## src/rtl/bcd_xs3_seq.sv

```systemverilog
// Sequential BCD-to-Excess-3 converter. It uses one shared digit converter and processes one digit per clock.
// Define BCD_XS3_SEQ_ERR_ABORT_EN to finish the word at the first digit greater than 9.
module bcd_xs3_seq #(
    parameter int NDIG = 4
) (
    input  logic              clk,
    input  logic              rst_n,
    input  logic              in_valid,
    output logic              in_ready,
    input  logic [4*NDIG-1:0] in_bcd,
    output logic              out_valid,
    input  logic              out_ready,
    output logic [4*NDIG-1:0] out_xs3,
    output logic              out_err,
    output logic              busy
);

    localparam int IW = (NDIG > 1) ? $clog2(NDIG) : 1;
    localparam logic [IW-1:0] LAST_IDX = IW'(NDIG - 1);

    typedef enum logic [1:0] {
        IDLE = 2'b00,
        CONV = 2'b01,
        DONE = 2'b10
    } state_t;

    state_t            state_r;
    logic [IW-1:0]     idx_r;
    logic [4*NDIG-1:0] data_r;
    logic [4*NDIG-1:0] result_r;
    logic              err_r;
    logic              in_ready_r;
    logic              out_valid_r;
    logic              busy_r;

    logic [IW+1:0]     base_s;
    logic [3:0]        digit_s;
    logic [3:0]        conv_s;
    logic              bad_s;
    logic              last_s;

    // Excess-3 wraps modulo 16, so non-BCD codes still produce a defined value.
    function automatic logic [3:0] xs3_conv(input logic [3:0] d);
        return d + 4'd3;
    endfunction

    function automatic logic bcd_bad(input logic [3:0] d);
        return (d > 4'd9);
    endfunction

    // Select the current digit and run it through the shared converter.
    always_comb begin
        base_s  = {idx_r, 2'b00};
        digit_s = data_r[base_s +: 4];
        conv_s  = xs3_conv(digit_s);
        bad_s   = bcd_bad(digit_s);
`ifdef BCD_XS3_SEQ_ERR_ABORT_EN
        last_s  = (idx_r == LAST_IDX) || bad_s;
`else
        last_s  = (idx_r == LAST_IDX);
`endif
    end

    // Control FSM, datapath registers and registered handshake outputs.
    always_ff @(posedge clk or negedge rst_n) begin
        if (!rst_n) begin
            state_r     <= IDLE;
            idx_r       <= {IW{1'b0}};
            data_r      <= {(4*NDIG){1'b0}};
            result_r    <= {(4*NDIG){1'b0}};
            err_r       <= 1'b0;
            in_ready_r  <= 1'b1;
            out_valid_r <= 1'b0;
            busy_r      <= 1'b0;
        end else begin
            case (state_r)
                IDLE: begin
                    if (in_valid) begin
                        data_r     <= in_bcd;
                        result_r   <= {(4*NDIG){1'b0}};
                        err_r      <= 1'b0;
                        idx_r      <= {IW{1'b0}};
                        state_r    <= CONV;
                        in_ready_r <= 1'b0;
                        busy_r     <= 1'b1;
                    end else begin
                        state_r <= IDLE;
                    end
                end
                CONV: begin
                    result_r[base_s +: 4] <= conv_s;
                    err_r                 <= err_r | bad_s;
                    if (last_s) begin
                        state_r     <= DONE;
                        out_valid_r <= 1'b1;
                    end else begin
                        idx_r <= idx_r + 1'b1;
                    end
                end
                DONE: begin
                    // The release edge never captures, even when in_valid is high.
                    if (out_ready) begin
                        state_r     <= IDLE;
                        idx_r       <= {IW{1'b0}};
                        out_valid_r <= 1'b0;
                        busy_r      <= 1'b0;
                        in_ready_r  <= 1'b1;
                    end else begin
                        state_r <= DONE;
                    end
                end
                default: begin
                    state_r     <= IDLE;
                    idx_r       <= {IW{1'b0}};
                    in_ready_r  <= 1'b1;
                    out_valid_r <= 1'b0;
                    busy_r      <= 1'b0;
                end
            endcase
        end
    end

    assign in_ready  = in_ready_r;
    assign out_valid = out_valid_r;
    assign busy      = busy_r;
    assign out_xs3   = result_r;
    assign out_err   = err_r;

endmodule

```

## config.mk

```make
export PLATFORM = sky130hd
export DESIGN_NAME = bcd_xs3_seq
export DESIGN_NICKNAME = d
export VERILOG_FILES = /design/src/rtl/bcd_xs3_seq.sv
export SDC_FILE = /design/constraint.sdc
export NUM_CORES = 1
export LEC_CHECK = 0
export CAP_MARGIN = 40
export CORE_MARGIN = 3
export CORE_UTILIZATION = 52
export CTS_BUF_LIST = sky130_fd_sc_hd__clkbuf_4
export DETAILED_ROUTE_END_ITERATION = 10
export PLACE_DENSITY = 0.84
export REMOVE_ABC_BUFFERS = 1
export SYNTH_ARGS = -nofsm -noshare
export SYNTH_HDL_FRONTEND = slang
export SYNTH_SLANG_ARGS = --single-unit
```

## constraint.sdc

```tcl
create_clock -name clk -period 2.3 [get_ports clk]
set_clock_uncertainty 0.05 [all_clocks]
set_input_delay 0.46 -clock clk [delete_from_list [all_inputs] [get_ports clk]]
set_output_delay 0.46 -clock clk [all_outputs]
set_load 0.03 [all_outputs]
```

* Word level (Yosys, flattened, before mapping)
Cells that the tools add are included.
** Word-level totals
- Register bits :: 40
- Latch bits :: 0
- Memory bits (writable) :: 0
- ROM bits :: 0
- Input port bits :: 20
- Word-level logic and storage cells :: 52
- Memories :: 0
** Operators by class
- Add/sub/neg operators :: 3
- Multiply operators :: 0
- Divide/modulo/power cells :: 0
- Magnitude comparators :: 1
- Equality and inequality tests :: 7
- Shifts and indexed selects :: 3
- Muxes and demuxes :: 20
- Bitwise operators :: 3
- Reductions and logical operators :: 7
** Operator list (count)
- $pmux W16 S2 :: 1
- $bwmux W16 :: 1
- $mux W16 :: 1
- $shift A4 B6 Y16 const A :: 1
- $shiftx A16 B5 Y4 :: 1
- $shiftx A4 B6 Y16 :: 1
- $pmux W2 S3 :: 2
- $mux W2 :: 5
- $pmux W1 S3 :: 3
- $reduce_and A3 Y1 :: 3
- $ne A2 B2 Y1 const B :: 4
- $mux W1 :: 6
- $neg A4 Y6 :: 1
- $add A4 B2 Y4 const B :: 1
- $eq A2 B2 Y1 const B :: 2
- $gt A4 B4 Y1 const B :: 1
- $reduce_and A2 Y1 :: 2
- $add A2 B1 Y2 const B :: 1
- $eq A2 B1 Y1 const B :: 1
- $logic_not A2 Y1 :: 1
- $not A1 Y1 :: 2
- $pmux W1 S2 :: 1
- $reduce_bool A2 Y1 :: 1
- $or A1 B1 Y1 :: 1

* Logic depth before layout (Yosys ltp)
- Depth in word-level cells :: 5
- Mapped depth :: 7
- Mapped depth without buffers :: 6

* Worst setup path after synthesis
OpenSTA, ideal clock, no wires.
- Kind :: flip-flop to flip-flop
- From :: register idx_r[0]
- To :: register result_r[10], in the netlist out_xs3[10]
- Arrival time :: 1629 ps
- Data required time :: 2129 ps
- Path slack :: 500 ps
- Cell stages (with the launch flop) :: 7
- Buffers on the path :: 1
- Clock period less this slack :: 1800 ps
- Path through :: dfrtp_1 buf_6 mux4_2 inv_1 ha_1 xnor2_1 a22o_1
** Between the ends
- Cells in the longest elaborated chain, start to end :: 5
- Elaborated cells between the ends (all ways) :: 7
** Ends and longest elaborated chain
- start, declared :: RTL line 28 : logic [IW-1:0] idx_r;
- start signal, assigned :: RTL line 68 : idx_r <= {IW{1'b0}};
- start signal, assigned :: RTL line 82 : idx_r <= {IW{1'b0}};
- start signal, assigned :: RTL line 97 : idx_r <= idx_r + 1'b1;
- $shiftx A16 B5 Y4 :: RTL line 54 : digit_s = data_r[base_s +: 4];
- $add A4 B2 Y4 :: RTL line 44 : return d + 4'd3;
- $shiftx A4 B6 Y16 :: RTL line 91 : result_r[base_s +: 4] <= conv_s;
- $bwmux W16 * :: RTL line 91
- $pmux W16 S2 * :: RTL line 76 : case (state_r)
- end signal, assigned :: RTL line 70 : result_r <= {(4*NDIG){1'b0}};
- end signal, assigned :: RTL line 80 : result_r <= {(4*NDIG){1'b0}};
- end signal, assigned by index :: RTL line 91
- end, declared :: RTL line 30 : logic [4*NDIG-1:0] result_r;
Mark *: on every way between the ends. The rest lies on a longest branch, timed or not.
A chain may end at the register's enable or synchronous reset.

* Final worst setup path
- From :: register in_ready_r, in the netlist in_ready
- To :: output in_ready
** RTL lines
- start, declared :: RTL line 32 : logic in_ready_r;
- start signal, assigned :: RTL line 72 : in_ready_r <= 1'b1;
- start signal, assigned :: RTL line 84 : in_ready_r <= 1'b0;
- start signal, assigned :: RTL line 107 : in_ready_r <= 1'b1;
- end, declared :: RTL line 9 : output logic in_ready,
No word-level cell between the ends.

==> key figures <==
Global route
  • Largest net degree at the start of global routing: ~40
  • Total congestion overflow: 0
  • Gr usage total: 19.37%
  • Vias in the first global route: 1356
  • First-pass GRT wire length: between 6000 and 7000 microns
  • Initial antenna violation count: 0

Place
  • Port Buf Inserts: 39
  • Routability congestion estimate: 0.8073
  • Cells after DPL: 232
  • DP HPWL: 2732 microns

Worst hold path
  • Hold WC Path Type: primary input to asynchronous set/reset pin

Setup path
  • R2r startpoint: idx_r[0]
  • Cell family with most CP delay: buffers and inverters
  • Worst Setup SP: in_ready
  • Startpoint types: flip-flop
  • Slowest-stage cell, CP: clkdlybuf4s50_1
  • Critical path data required time: 1.79 ns
  • CP max FO: 3
  • Crit. End Element: output pin
  • Worst path arrival time: 1.57 ns
  • Crit-path cells: clkdlybuf4s50_1
  • Bufs and invs on worst path: 1
  • Slowest stage delay, CP: 0.67 ns
  • CP Class: flip-flop to output pin

Yosys
  • Post-Syn Instances: about 150
  • Synth Area in XOR/XNOR: less than 1%
  • Register area share after synthesis: 54.49%
  • Avg Synthesized Cell Area: 12.02 sq um
  • Synth unique cells: 32
  • Synth Area in Compound Gates: 12.65%
  • Asr flop ratio synth: 100.0%
  • Main combinational cell family by area after synthesis: multiplexers
  • Post-synthesis adder-cell area fraction: ~4.1%
  • Number of synthesized register bits: 40
  • Ys flop type: dfrtp_1
  • Synth Cell Area: 0.001839 sq mm
  • Yosys warning count: 0
  • Post-synth EDFFs: 0
  • Synth Area in Simple Gates: 9.456%
  • Multiplexer area fraction after synthesis: 15.24%

CTS
  • CTS tree: built
  • TritonCTS Buffers: 5
  • Reg clk slew, reported paths: 0.11 ns
  • CTS Buffer Depth: 2
  • H-Tree Level Count: 2
  • Worst skew pair latency: 0.35 ns
  • Root Driver: clkbuf_4
  • Clock sink count: 40

STA
  • Final hold viol count: 0
  • Slew Limit Fails: 0
  • Final setup TNS: 0 ns
  • Slew @ Worst Pin: 0.8369 ns
  • Final Setup Violations: 0
  • Period utilisation layout: 90.52%
  • Rel. slew slack: 44.21%
  • RSZ-0062 raised after global routing: false
  • Minimum clock period: 2.082 ns
  • Fmax: 480.3 MHz

Floorplan
  • Die Area: about 0.0043 sq mm
  • Row cnt: 20
  • Core ar.: between 0.003 and 0.004 sq mm
  • Die width: 65.48 microns
  • IO Count: 40
  • Die H: between 60 and 70 microns
  • Starting Density: 57.42%

Pwr
  • Pwr Total: 3.270 mW
  • Pwr/cell area: around 1400 mW/mm^2
  • Leak pwr: slightly above 1 nW
  • Max VDD drop: 717.3 uV

Drt
  • Detail-routed net length per standard cell: 15.18 microns
  • Antenna-violating nets left: 0
  • Via/cell ratio: 5.683
  • Drt drc: 0
  • DRT iter0 DRCs: 84
  • DRT Pass-1 Iters: 6
  • WL final: 3644 microns
  • Vias: ~1400

Final layout
  • Ant. Diodes: 0
  • Fill cells: 259
  • Final nets: approximately 220
  • Area Overhead vs Synth: 26.19%
  • Post-Layout Cell Count: 240
  • Fraction of layout cells with a size suffix above 1: 16.33%
  • Most frequent cells in the layout: dfrtp_1 (38), clkdlybuf4s50_1 (38), mux2_2 (16), nand2_1 (16), o21ai_0 (11)
  • Final Util: between 70% and 80%

Run status
  • Status: finished clean

Job
  • MaxCap Viol Count: 0
==> layer usage <==
layer  vias to the layer above  GRT usage (%)  routed length [microns]
li1                        631              -                        -
met1                       670          23.60                     1424
met2                        51          33.00                     1933
met3                        12          4.103                      209
met4                         0          8.549                       76
met5                         -              0                        0
==> power breakdown <==
group	leakage, nW	switching [mW]	internal, mW
clock network	0.0338	0.214	0.141
logic	0.479	0.913	0.780
registers	0.500	0.230	0.993
==> synthesized netlist by cell type (3+ instances only) <==
cell type,instances,area [sq um]
a21oi_1,3,15.01
clkbuf_1,4,15.01
o22ai_1,3,18.77
nand2_1,16,60.06
a21o_1,5,37.54
mux4_2,4,90.09
mux2_2,16,180.2
a22o_1,8,70.07
dfrtp_1,39,975.9
nor2_1,6,22.52
inv_1,7,26.28
ha_1,6,75.07
o21ai_0,11,55.05
nand2b_1,3,18.77
==> per-stage QoR <==
step / worst slack (ns) / hold WS (ns) / area (sq um)
final: 0.2180 / 0.1512 / 2321
after global routing: 0.1721 / 0.2231 / 2321
after CTS: 0.1249 / 0.1888 / 2320
after detailed placement: 0.1548 / 0.4324 / 2263
after global placement: 0.2116 / 0.4186 / 2263
after floorplan: 0.2921 / 0.1144 / 1808
==> area by class of cell <==
class	instances	area (sq um)	area share, %
Clock inverter	1	3.754	0.1617
Sequential cell	40	1003	43.23
Inverter	7	26.28	1.132
Tap cell	44	55.05	2.372
Clock buffer	7	52.55	2.264
Multi-Input combinational cell	100	779.5	33.58
Timing Repair Buffer	41	400.4	17.25
==> registers in the layout, summed over array words and instances, names as in the netlist <==
| signal | cells |
|---|---|
| out_valid | 1 |
| data_r | 16 |
| in_ready | 1 |
| out_err | 1 |
| busy | 1 |
| state_r | 2 |
| idx_r | 2 |
| out_xs3 | 16 |
==> kinds of logic (layout without fill, tap and decap cells) <==
| logic type | count (synthesis) | count (layout) |
|---|---|---|
| buffers and inverters | 13 | 56 |
| muxes | 21 | 21 |
| DFF | 40 | 40 |
| AOI/OAI and AO/OA | 35 | 35 |
| xor gates and xnor gates | 2 | 2 |
| and+or+nand+nor | 36 | 36 |
| adders and majority gates | 6 | 6 |
==> final timing paths <==
kind / to / slack [ns] / cells past startpoint
max in group asynchronous: idx_r[0] / 1.48 / 1
hold reg to reg: out_xs3[9] / 0.45 / 2
min in group clk: out_xs3[9] / 0.45 / 2
hold / removal: state_r[0] / 0.15 / 1
setup reg to reg: out_xs3[2] / 0.29 / 5
setup / recovery: in_ready / 0.22 / 1
==> what timing repair did <==
item,in CTS,in global routing
setup endpoints to repair,0,3
buffers inserted,0,0
hold buffers,0,0
resized for setup,0,1
Note: power is estimated with default switching activity, not from simulation.
